===== config.mk =====
export PLATFORM = sky130hd
export DESIGN_NAME = snax_alu_ctrl
export DESIGN_NICKNAME = d
export VERILOG_FILES = /design/src/rtl/snax_alu_ctrl.sv
export SDC_FILE = /design/constraint.sdc
export NUM_CORES = 1
export LEC_CHECK = 0
export ABC_CLOCK_PERIOD_IN_PS = 3100
export CORE_ASPECT_RATIO = 2
export CORE_MARGIN = 2
export CORE_UTILIZATION = 47
export CTS_BUF_LIST = sky130_fd_sc_hd__clkbuf_2
export DETAILED_ROUTE_END_ITERATION = 10
export HOLD_SLACK_MARGIN = 0.02
export PLACE_DENSITY = 0.71
export SYNTH_ARGS = -nofsm -noshare
export SYNTH_HDL_FRONTEND = slang
export SYNTH_SLANG_ARGS = --single-unit

===== constraint.sdc =====
create_clock -name clk_i -period 3.1 [get_ports clk_i]
set_input_delay 0.465 -clock clk_i [delete_from_list [all_inputs] [get_ports clk_i]]
set_output_delay 0.465 -clock clk_i [all_outputs]
set_load 0.03 [all_outputs]

===== src/rtl/snax_alu_ctrl.sv =====
// Run-level sequencer for the SNAX ALU PE: gates acc_ready for a programmed
// number of result handshakes, then pulses done and reports a busy-cycle count.
module snax_alu_ctrl #(
   parameter int unsigned LenWidth  = 32,
   parameter int unsigned PerfWidth = 32
) (
   input  logic                 clk_i,
   input  logic                 rst_ni,
   input  logic                 start_i,
   input  logic                 abort_i,
   input  logic [1:0]           cfg_mode_i,
   input  logic [LenWidth-1:0]  cfg_len_i,
   input  logic                 pe_c_valid_i,
   input  logic                 pe_c_ready_i,
   output logic                 acc_ready_o,
   output logic [1:0]           alu_config_o,
   output logic                 busy_o,
   output logic                 done_o,
   output logic [LenWidth-1:0]  xfer_cnt_o,
   output logic [PerfWidth-1:0] perf_cycles_o
);

   typedef enum logic [1:0] {
      IDLE = 2'd0,
      RUN  = 2'd1,
      DONE = 2'd2
   } state_e;

   state_e               state_q, state_d;
   logic [1:0]           mode_q;
   logic [LenWidth-1:0]  len_q;
   logic [LenWidth-1:0]  xfer_cnt_q;
   logic [PerfWidth-1:0] perf_q;

   logic accept;
   logic xfer;
   logic last_xfer;

   // Abort outranks everything, including a start arriving in the same cycle.
   assign accept    = (state_q == IDLE) && start_i && !abort_i;
   assign xfer      = (state_q == RUN) && pe_c_valid_i && pe_c_ready_i;
   assign last_xfer = xfer && (xfer_cnt_q == len_q - LenWidth'(1));

   // NOTE: every output of a combinational block gets a default first so no
   // path leaves it unassigned, which would otherwise infer a latch.
   always_comb begin
      state_d = state_q;
      if (abort_i) begin
         state_d = IDLE;
      end else begin
         unique case (state_q)
            IDLE:    if (start_i) state_d = (cfg_len_i == '0) ? DONE : RUN;
            RUN:     if (last_xfer) state_d = DONE;
            DONE:    state_d = IDLE;
            default: state_d = IDLE;
         endcase
      end
   end

   // NOTE: sequential state uses non-blocking assignments so every register
   // samples pre-edge values regardless of statement order.
   always_ff @(posedge clk_i or negedge rst_ni) begin
      if (!rst_ni) begin
         state_q <= IDLE;
      end else begin
         state_q <= state_d;
      end
   end

   always_ff @(posedge clk_i or negedge rst_ni) begin
      if (!rst_ni) begin
         mode_q     <= '0;
         len_q      <= '0;
         xfer_cnt_q <= '0;
         perf_q     <= '0;
      end else if (accept) begin
         mode_q     <= cfg_mode_i;
         len_q      <= cfg_len_i;
         xfer_cnt_q <= '0;
         perf_q     <= '0;
      end else if (state_q == RUN && !abort_i) begin
         if (xfer) xfer_cnt_q <= xfer_cnt_q + LenWidth'(1);
         // Saturate rather than wrap so long stalled runs still read sensibly.
         if (perf_q != '1) perf_q <= perf_q + PerfWidth'(1);
      end
   end

   assign acc_ready_o   = (state_q == RUN);
   assign done_o        = (state_q == DONE);
   assign busy_o        = (state_q != IDLE);
   assign alu_config_o  = mode_q;
   assign xfer_cnt_o    = xfer_cnt_q;
   assign perf_cycles_o = perf_q;

endmodule


## Word-level counts from Yosys, hierarchy flattened

Index checks and enable logic that the tools add are counted.

| operators by class | value |
|---|---|
| shifts and indexed selects | 0 |
| multiplexer cells | 11 |
| $mul | 0 |
| divide/modulo/power cells | 0 |
| $add $sub $neg | 3 |
| equal/unequal tests | 6 |
| $lt $le $gt $ge | 0 |
| reductions and logical operators | 16 |
| bitwise operators | 0 |

Operators with widths:

| kind | count |
|---|---|
| 32-bit two-way mux | 6 |
| 32-bit by 1-bit adder with 32-bit output (second input constant) | 2 |
| 32-bit == test | 1 |
| 32-bit logical NOT | 1 |
| 32-bit != test (second input constant) | 1 |
| 32-bit by 1-bit subtractor with 32-bit output (second input constant) | 1 |
| 2-bit two-way mux | 4 |
| 2-bit nonzero test | 4 |
| 1-bit logical AND | 6 |
| 2-bit AND reduction | 3 |
| 2-bit one-hot mux with 2 select lines | 1 |
| 3-bit by 2-bit != test with 1-bit output (second input constant) | 1 |
| 3-bit != test (second input constant) | 1 |
| 2-bit by 1-bit == test with 1-bit output (second input constant) | 1 |
| 2-bit == test (second input constant) | 1 |
| 2-bit logical NOT | 1 |
| 1-bit logical NOT | 1 |

| storage, ports and cells | value |
|---|---|
| bits of input ports | 40 |
| bits in latches | 0 |
| bits in registers | 100 |
| memories | 0 |
| logic and storage cells | 41 |
| bits in writable memories | 0 |
| bits in read-only memories | 0 |
| output and inout bits | 69 |

## Depth between registers and ports, before layout

Gate-level depths: netlist of run 1.

| logic depth | value |
|---|---|
| depth after elaboration | 7 |
| gate-level depth with buffers | 10 |
| mapped depth without buffers | 9 |

## Worst setup path before layout of run 1

No wires, ideal clock.

| timing path | value |
|---|---|
| path type | reg2reg |
| start point | register len_q[5] |
| end point | register state_q[0] |
| buffers on the path | 2 |
| clock period less this slack | 2.640 ns |
| required time | 2.972 ns |
| arrival | 2.512 ns |
| library setup time | 0.128 ns |
| slack | 0.460 ns |
| cell stages (with the launch flop) | 10 |
| cells stage by stage | dfrtp_1 buf_6 or4_4 buf_6 nor4_4 a21boi_2 or4_1 nor4_2 and4_1 o22ai_1 |

| between the ends | value |
|---|---|
| longest elaborated chain between the ends | 5 |

RTL lines:

| item | RTL line | source |
|---|---|---|
| start, declared | 31 | `logic [LenWidth-1:0] len_q;` |
| start signal, assigned | 78 | `len_q <= cfg_len_i;` |
| 32-bit by 1-bit subtractor with 32-bit output | 42 | `assign last_xfer = xfer && (xfer_cnt_q == len_q - LenWidth'(1));` |
| 32-bit == test | 42 |  |
| 1-bit logical AND | 42 |  |
| 3-bit by 2-bit != test with 1-bit output (no line) | n/a |  |
| 2-bit AND reduction (no line) | n/a |  |
| end signal, assigned | 66 | `state_q <= state_d;` |
| end, declared | 29 | `state_e state_q, state_d;` |

No other way between the ends.
A chain may end at the register's enable or synchronous reset.

## Worst setup path in the final report of run 1

| timing path | value |
|---|---|
| start point | register len_q[5] |
| end point | register state_q[1] |

Same word-level chain as after synthesis.

==> flow_summary_export.csv, run 1 <==
group,metric,value,unit
status,outcome,"complete, no violations",
floorplan,dieHeight,162,µm
synth,synth_ff_type,"dfrtp_1",
synth,synth_mux_area_share,0.515,%
clock_tree,cts_buffers,9,
critical_path,required,3.66,ns
timing,max_freq,345,MHz
synth,synthXorXnorAreaFrac,13.8,%
layout,fill_cells,1109,
clock_tree,insertion_delay,0.59,ns
floorplan,ios,109,
drt,drt_wl_total,17.5,mm
critical_path,cp_max_fo,7,
global_route,antenna_found_initial,1,
power,p_leak,3.06,nW
clock_tree,clockRootBuffer,"clkbuf_2",
drt,vias,5426,
critical_path,cp-start-kind,"flop",
global_route,grt_pass1_wl,28.2,mm
drt,drtIter0Drc,214,
synth,ys_ff_latch,100,
floorplan,coreArea,12100,µm²
power,ir_worst_vdd,0.225,mV
synth,synthesis.area,5830,µm²
timing,hold_viol,0,
synth,syn_nets,713,
layout,syn_to_final_growth,24.4,%
critical_path,path_cells,"or4_4 > nor4_4 > a21boi_2 > or4_1 > nor4_2 > and4_1 > o211a_1",
drt,wl_per_cell,18.8,µm
timing,fin_tns_setup,0,ns
drt,drc,0,
timing,worst_slew_pin_slew,0.757,ns
layout,post_route_cells_drive_above_1_share,7.41,%
synth,yosys_warnings,0,
synth,ys_types,60,
synth,async_flop_share,100,%
floorplan,initial_core_util,48.1,%
synth,synth-simple-area-share,29.0,%
timing,min_period,2.90,ns
clock_tree,clockBufferDepth,2,
synth,syn_area_per_cell,8.71,µm²
synth,synth_top_family_by_area,"simple AND/OR/NAND/NOR gates",
synth,syn-instance-count,670,
clock_tree,cts_tree,"built",
power,power_density,437,nW/µm²
timing,hold_ws,0.350,ns
drt,firstDrtPassIters,7,
floorplan,num_rows,57,
place,dpl.hpwl,13.4,mm
clock_tree,clk_pin_slew,0.28,ns
clock_tree,cts_setup_buffers,0,
drt,antenna_left,0,
clock_tree,cts_num_sinks,100,
timing,maxSlewViolCount,0,
synth,synth_compound_area_share,10.0,%
timing,rsz0062_at_grt,"false",
timing,worst_clock_skew,0.0397,ns
floorplan,dieArea,13400,µm²
clock_tree,cts_max_level,3,
run,cap_violations,0,
synth,synth_edf_count,0,
floorplan,die_x,82.8,µm
timing,relSlewSlack,49.0,%
layout,final_nets,821,
critical_path,end_kind,"flop",
place,gp_congestion,0.958,
critical_path,max_stage_delay,0.63,ns
timing,timing.final.crit_share,93.5,%
global_route,grt_max_degree,62,
critical_path,cp.arrival,3.46,ns
critical_path,worstSetupPathType,"flop to flop",
hold_path,min_path_type,"primary input to async pin",
global_route,grt_pass1_vias,5562,
synth,synthAdderAreaFrac,0.644,%
timing,final-setup-viol-count,0,
synth,ys_seq_area_share,42.9,%
global_route,grt-ovfl-total,0,
place,numPortBuffers,108,
global_route,grt_usage,27.7,%
drt,vias_per_cell,5.83,
critical_path,slowest_stage,"or4_4",
==> path summary, 6_finish.rpt <==
kind	slack [ns]	endpoint	from	depth (start not counted)
setup / recovery	0.20	state_q[1]	len_q[5]	7
hold / removal	0.35	len_q[15]	rst_ni	2
setup reg to reg	0.20	state_q[1]	len_q[5]	7
hold reg to reg	0.54	alu_config_o[1]	alu_config_o[1]	2
max in group asynchronous	2.02	len_q[1]	rst_ni	3
min in group clk_i	0.36	alu_config_o[0]	cfg_mode_i[0]	3
==> where the power goes <==
part	total, mW	switching (mW)	internal, mW
registers	1.61	0.191	1.42
clock network	0.661	0.462	0.198
logic	0.901	0.513	0.388
total	3.17	1.17	2.01
==> metal layers <==
layer / share of wire, % / wire (µm) / global-route usage (%)
met1: 36 / 6250 / 28.6
met2: 57 / 9930 / 50.7
met3: 3.7 / 642 / 5.03
met4: 3.9 / 684 / 14.1
met5: 0 / 0 / 0
==> layout make-up <==
type	count	area (µm²)	area share [%]
clock inverter	6	71.3	0.983
tap	147	184	2.53
sequential	100	2500	34.5
inverter	13	48.8	0.672
multi-input combinational	526	3160	43.5
antenna	1	2.50	0.0345
clock buffer	10	50.0	0.690
timing repair buffer	128	1240	17.1
==> synth_stat cells, types with 13 or more instances <==
cell	number	share of area [%]
nand2_1	132	8.5
nor2_1	71	4.6
xnor2_1	51	7.7
nand3_1	27	2.3
nor3_1	14	1.2
clkbuf_1	26	1.7
a21oi_1	19	1.6
dfrtp_1	100	43
inv_1	13	0.84
xor2_1	41	6.2
o21ai_0	13	1.1
nor4_1	25	2.7
==> registers in the layout, summed over array words and instances (netlist names) <==
name,cells
len_q,32
perf_cycles_o,32
xfer_cnt_o,32
alu_config_o,2
state_q,2
==> stage by stage <==
stage                     area [µm²]  worst slack (ns)  utilization, %  std cells  power, mW
after floorplan                 5830             0.460               -        670       2.17
after global placement          7120             0.221            58.7        913       2.51
after detailed placement        7120             0.111            58.7        913       2.53
after CTS                       7250             0.125            59.8        930       3.19
after global routing            7260            0.0332            59.9        931       3.36
final                           7260             0.200            59.9        931       3.17
==> critical path, delay by kind of cell, from the launching register on <==
family	cells	cell delay [ns]
compound gates	2	0.25
simple gates	5	2.10
flops	1	0.52
==> kinds of logic (layout without fill, tap and decap cells) <==
logic type	Yosys count	count (layout)
AOI/OAI and AO/OA	83	83
xor gates and xnor gates	92	92
adders and majority gates	3	3
buffers and inverters	44	157
DFF	100	100
muxes	3	3
other	0	1
and+or+nand+nor	345	345
==> layout by cell type, fill, tap and decap left out, types with 4 or more instances in the layout <==
master           instances
or3_1                   12
a211oi_1                 7
a21oi_1                 19
or2_2                    4
or4_1                    4
nor3_1                  14
or3_2                    4
nor4_1                  25
o2111ai_1                6
o211ai_1                 6
clkbuf_2                10
a31oi_1                  4
and4_1                  10
nand4_1                 12
inv_1                   13
xnor2_1                 51
nand2_1                132
a2111oi_0                5
xor2_1                  41
o21ai_0                 13
and3_1                   7
nor2b_1                  5
nand3_1                 27
dfrtp_1                100
clkdlybuf4s50_1        107
nor2_1                  71
buf_4                   19
==> what timing repair did <==
action / CTS / global route
resized for setup: 0 / 1
hold endpoints to repair: 39 / 0
endpoints found under the setup margin: 0 / 2
hold buffers: 1 / 0
Note: power is estimated with default switching activity, not from simulation.
==> run 2, diff against run 1 <==
- ABC_CLOCK_PERIOD_IN_PS: 3100 -> 2730
- clock period: 3.1 -> 2.73 ns (I/O delays scaled with it)
==> run 2 against run 1 <==
Sequential share of layout area shrank 1.7 points; total power up 17%; worst setup slack worse by 0.15 ns; global-route usage rose by 0.95 points; largest power group unchanged; first-iteration DRC count rose by 39%; routed wire length grew 4.0%; final area is 5.2% higher; clock skew fell by 0.0090 ns; clock power is 1% higher; final cell count rose by 4.1%; critical endpoint unchanged; critical path depth grew 1.
==> flow_summary_export.csv, run 2 (same netlist as run 1, synthesis figures left out) <==
group,metric,value,unit
drt,drt_wl_total,18.2,mm
timing,max_freq,374,MHz
critical_path,cp-start-kind,"flop",
drt,firstDrtPassIters,5,
floorplan,coreArea,12100,µm²
critical_path,crit_start,"len_q[10]",
status,outcome,"complete, no violations",
critical_path,reg2reg_from,"len_q[10]",
clock_tree,cts_max_level,3,
layout,post_route_cells_drive_above_1_share,13.0,%
power,switching_share,37.6,%
timing,min_period,2.68,ns
critical_path,required,3.29,ns
power,p_total,3.70,mW
clock_tree,cts_buffers,9,
drt,antenna_left,0,
drt,vias,5584,
global_route,grt_pass1_vias,5864,
place,dp_cells,949,
drt,wl_per_cell,18.8,µm
floorplan,initial_core_util,48.1,%
clock_tree,clockBufferDepth,2,
global_route,grt-ovfl-total,0,
critical_path,r2r_cells,8,
power,seqPwrFrac,48.8,%
timing,maxSlewViolCount,0,
layout,fill_cells,1091,
layout,final_common_cell,"nand2_1",
drt,drtIter0Drc,297,
drt,vias_per_cell,5.76,
power,p_int,2.31,mW
timing,timing.final.crit_share,98.0,%
place,gp_congestion,0.967,
floorplan,num_rows,57,
floorplan,dieArea,13400,µm²
power,comb_power_share,33.1,%
clock_tree,cts_num_sinks,100,
timing,fin_tns_setup,0,ns
global_route,grt_usage,28.6,%
layout,final_cells,969,
global_route,antenna_found_initial,1,
clock_tree,clk_pin_slew,0.28,ns
timing,worst_clock_skew,0.0306,ns
critical_path,end_kind,"flop",
layout,syn_to_final_growth,30.9,%
power,p_leak,3.26,nW
layout,multi_input_area,3240,µm²
drt,drc,0,
hold_path,min_path_type,"primary input to async pin",
power,p_sw,1.39,mW
clock_tree,cts_tree,"built",
timing,final-setup-viol-count,0,
floorplan,die_x,82.8,µm
layout,final_util,63.0,%
timing,rsz0062_at_grt,"false",
floorplan,dieHeight,162,µm
place,numPortBuffers,108,
power,clkPwrFrac,18.1,%
layout,seq_area,2500,µm²
power,ir_worst_vdd,0.281,mV
clock_tree,clockRootBuffer,"clkbuf_2",
layout,layout_common_cells,"nand2_1 (132), clkdlybuf4s50_1 (107), dfrtp_1 (98)",
critical_path,cp.arrival,3.23,ns
timing,hold_viol,0,
global_route,grt_max_degree,67,
timing,hold_ws,0.285,ns
floorplan,ios,109,
run,cap_violations,0,
layout,final_nets,859,
critical_path,worstSetupPathType,"flop to flop",
timing,worst_slew_pin_slew,0.596,ns
place,dpl.hpwl,14.1,mm
clock_tree,insertion_delay,0.59,ns
global_route,grt_pass1_wl,29.2,mm
timing,relSlewSlack,59.9,%
power,power_density,484,nW/µm²
critical_path,cp_max_fo,6,
==> run 2: cell count changes in the layout (fill, tap and decap cells not counted), sizes merged <==
cell / change
buf: +38
bufinv: -1
clkbuf: -1
clkinv: +4
clkinvlp: -1
inv: -1
==> run 2: path summary, 6_finish.rpt <==
| check | to | slack [ns] |
|---|---|---|
| hold reg to reg | alu_config_o[0] | 0.52 |
| setup / recovery | state_q[1] | 0.05 |
| max in group asynchronous | len_q[5] | 1.73 |
| setup reg to reg | state_q[1] | 0.05 |
| hold / removal | xfer_cnt_o[17] | 0.28 |
| min in group clk_i | alu_config_o[0] | 0.30 |
==> run 2: worst max-delay path: stages, from the launching register on <==
cell,delay [ns]
dfrtp_1,0.47
or4_4,0.56
nor4_4,0.26
buf_4,0.19
a21boi_2,0.06
or4_1,0.54
nor4_2,0.16
and4_1,0.27
o211a_1,0.15
==> run 2: routing by layer <==
layer  wire length [µm]  GRT usage, %  vias to the layer above  share of wire (%)
met5                  0             0                        -                  0
met4               1100          17.4                        0                6.0
met3                568          3.91                       64                3.1
met2              10100          51.3                      168                 55
met1               6490          30.2                     2723                 36
li1                   -             -                     2629                  -
==> run 2: through the flow <==
step / setup WS, ns / cell area, µm²
floorplan: 0.0902 / 5830
finish: 0.0534 / 7630
detailed placement: -0.0449 / 7400
CTS: -0.00583 / 7540
global route: 0.00183 / 7630
global placement: 0.0192 / 7400
==> run 2: cell type report <==
class,instances,area share (%)
multi-input combinational,526,42.5
clock inverter,7,0.819
tap,147,2.41
sequential,100,32.8
timing repair buffer,166,20.2
inverter,13,0.639
antenna,1,0.0328
clock buffer,9,0.590
==> run 2: timing repair <==
| action | in CTS | in global routing |
|---|---|---|
| setup endpoints to repair | 6 | 17 |
| hold buffers | 1 | 0 |
| endpoints found under the hold margin | 37 | 0 |
| cloned | 0 | 0 |
| resized for setup | 3 | 16 |
| setup buffers | 0 | 2 |
| pin swaps | 0 | 5 |
==> run 2: power by group through the flow <==
stage	logic, mW	clock network, mW	registers (mW)
floorplan	0.648	0	1.82
global placement	1.15	0	1.81
detailed placement	1.17	0	1.82
CTS	1.18	0.702	1.79
global route	1.33	0.760	1.83
finish	1.22	0.670	1.81
==> run 3, diff against run 2 <==
- CELL_PAD_IN_SITES_DETAIL_PLACEMENT: unset -> 1
- CELL_PAD_IN_SITES_GLOBAL_PLACEMENT: unset -> 1
- CORE_UTILIZATION: 47 -> 41
- PLACE_DENSITY: 0.71 -> 0.81
==> run 3 against run 2 <==
The flow now finishes with violations (setup timing); critical path depth did not move; routed wire length is 18% higher; sequential share of layout area is 1.0 points lower; clock power is 13% higher; final area rose by 3.4%; via count grew 3.6%; count of clock-buffer cells in the layout is the same; critical endpoint is now state_q[0].
==> flow_summary_export.csv, run 3 (same netlist as run 1, synthesis figures left out) <==
group,metric,value,unit
drt,met3WireLength,616,µm
drt,wl_per_cell,20.9,µm
timing,relSlewSlack,57.3,%
floorplan,num_rows,61,
drt,firstDrtPassIters,6,
critical_path,cp_max_fo,4,
critical_path,crit_start,"len_q[9]",
layout,final_common_cell,"nand2_1",
timing,hold_viol,0,
drt,wl_met2,12.1,mm
critical_path,endpoint,"state_q[0]",
layout,layout_common_cells,"nand2_1 (132), clkdlybuf4s50_1 (107), dfrtp_1 (95)",
global_route,grt_pass1_vias,6396,
drt,drc,0,
power,ir_worst_vdd,0.236,mV
floorplan,initial_core_util,42.0,%
timing,fin_tns_setup,-0.00933,ns
place,dpl.hpwl,16.4,mm
timing,finalWorstSetupSlack,-0.00933,ns
layout,syn_to_final_growth,35.3,%
clock_tree,cts_max_level,3,
critical_path,reg2reg_from,"len_q[9]",
hold_path,min_path_type,"primary input to async pin",
layout,final_nets,874,
drt,antenna_left,0,
timing,rsz0062_at_grt,"true",
global_route,grt_usage,28.7,%
floorplan,die_x,88.3,µm
drt,vias_per_cell,5.64,
clock_tree,cts_tree,"built",
clock_tree,clockBufferDepth,2,
drt,drt_wl_total,21.4,mm
drt,drtIter0Drc,231,
timing,maxSlewViolCount,0,
drt,vias,5786,
timing,max_freq,365,MHz
power,p_leak,3.36,nW
floorplan,dieArea,15300,µm²
status,violations,"setup timing",
timing,worst_clock_skew,0.0479,ns
clock_tree,insertion_delay,0.64,ns
status,outcome,"complete, but fails checks",
power,power_density,497,nW/µm²
timing,worst_slew_pin_slew,0.625,ns
clock_tree,cts_buffers,9,
global_route,antenna_found_initial,1,
critical_path,r2r_end,"state_q[0]",
drt,routed.top_layer,"met4",
run,cap_violations,0,
timing,min_period,2.74,ns
place,numPortBuffers,108,
drt,wl_met1,7.38,mm
critical_path,reg2reg_setup_slack,-0.009,ns
critical_path,cp.arrival,3.26,ns
timing,timing.final.crit_share,100,%
global_route,grt_max_degree,41,
floorplan,dieHeight,173,µm
layout,post_route_cells_drive_above_1_share,16.0,%
critical_path,worstSetupPathType,"flop to flop",
floorplan,coreArea,13900,µm²
critical_path,r2r_cells,8,
floorplan,ios,109,
clock_tree,cts_num_sinks,100,
place,gp_congestion,0.968,
critical_path,required,3.25,ns
timing,final-setup-viol-count,1,
global_route,grt-ovfl-total,0,
critical_path,end_kind,"flop",
critical_path,cp-start-kind,"flop",
timing,hold_ws,0.238,ns
clock_tree,clk_pin_slew,0.35,ns
global_route,grt_pass1_wl,33.9,mm
clock_tree,clockRootBuffer,"clkbuf_2",
[run 3: how the worst min path moves through the flow]
stage	cells past startpoint	to	startpoint
finish	2	state_q[1]	rst_ni
global route	3	alu_config_o[0]	cfg_mode_i[0]
CTS	3	alu_config_o[0]	cfg_mode_i[0]
detailed placement	1	xfer_cnt_o[18]	rst_ni
global placement	1	xfer_cnt_o[18]	rst_ni
floorplan	0	alu_config_o[0]	rst_ni
[run 3: critical path: stages, from the launching register on]
cell and delay (ns):
dfrtp_1 0.45, or4_4 0.57, nor4_4 0.26, buf_4 0.18, a21boi_2 0.06, or4_1 0.53
nor4_2 0.25, and4_4 0.27, o22ai_1 0.08
[run 3: per-layer routing]
layer / track usage, % / vias to the layer above
met2: 53.6 / 168
met3: 3.87 / 78
met5: 0 / -
met4: 15.6 / 0
met1: 29.2 / 2885
li1: - / 2655
[run 3: cell type report]
| type | instances | area [µm²] |
|---|---|---|
| repair buffers | 181 | 1670 |
| fillers | 1666 | 6000 |
| diodes | 1 | 2.50 |
| well taps | 189 | 236 |
| flip-flops and latches | 100 | 2510 |
| inverters | 13 | 48.8 |
| multi-input cells | 526 | 3310 |
| clock buffers | 9 | 45.0 |
| clock inverters | 7 | 72.6 |
[run 3: report_power, final]
group | internal [mW] | total [mW] | switching (mW) | leakage, nW
sequential | 1.62 | 1.80 | 0.182 | 1.33
clock | 0.149 | 0.755 | 0.606 | 0.0728
combinational | 0.607 | 1.37 | 0.759 | 1.96
total | 2.37 | 3.92 | 1.55 | 3.36
[run 3: through the flow]
stage | std cells | cell area (µm²) | setup slack, ns | utilization [%] | total power, mW
after floorplan | 670 | 5830 | 0.0902 | - | 2.46
final | 1026 | 7890 | -0.00933 | 56.8 | 3.92
after global routing | 1026 | 7890 | -0.127 | 56.8 | 4.13
after global placement | 995 | 7490 | -0.0749 | 53.9 | 3.00
after detailed placement | 995 | 7490 | -0.133 | 53.9 | 3.04
after CTS | 1016 | 7710 | 0.00286 | 55.5 | 3.85
[run 3: repair_timing]
| action | CTS | global route |
|---|---|---|
| buffers inserted | 4 | 9 |
| setup endpoints to repair | 2 | 10 |
| resized for setup | 11 | 25 |
| pin swaps | 3 | 7 |
| cloned | 0 | 0 |
| hold buffers | 1 | 0 |
| endpoints found under the hold margin | 36 | 0 |
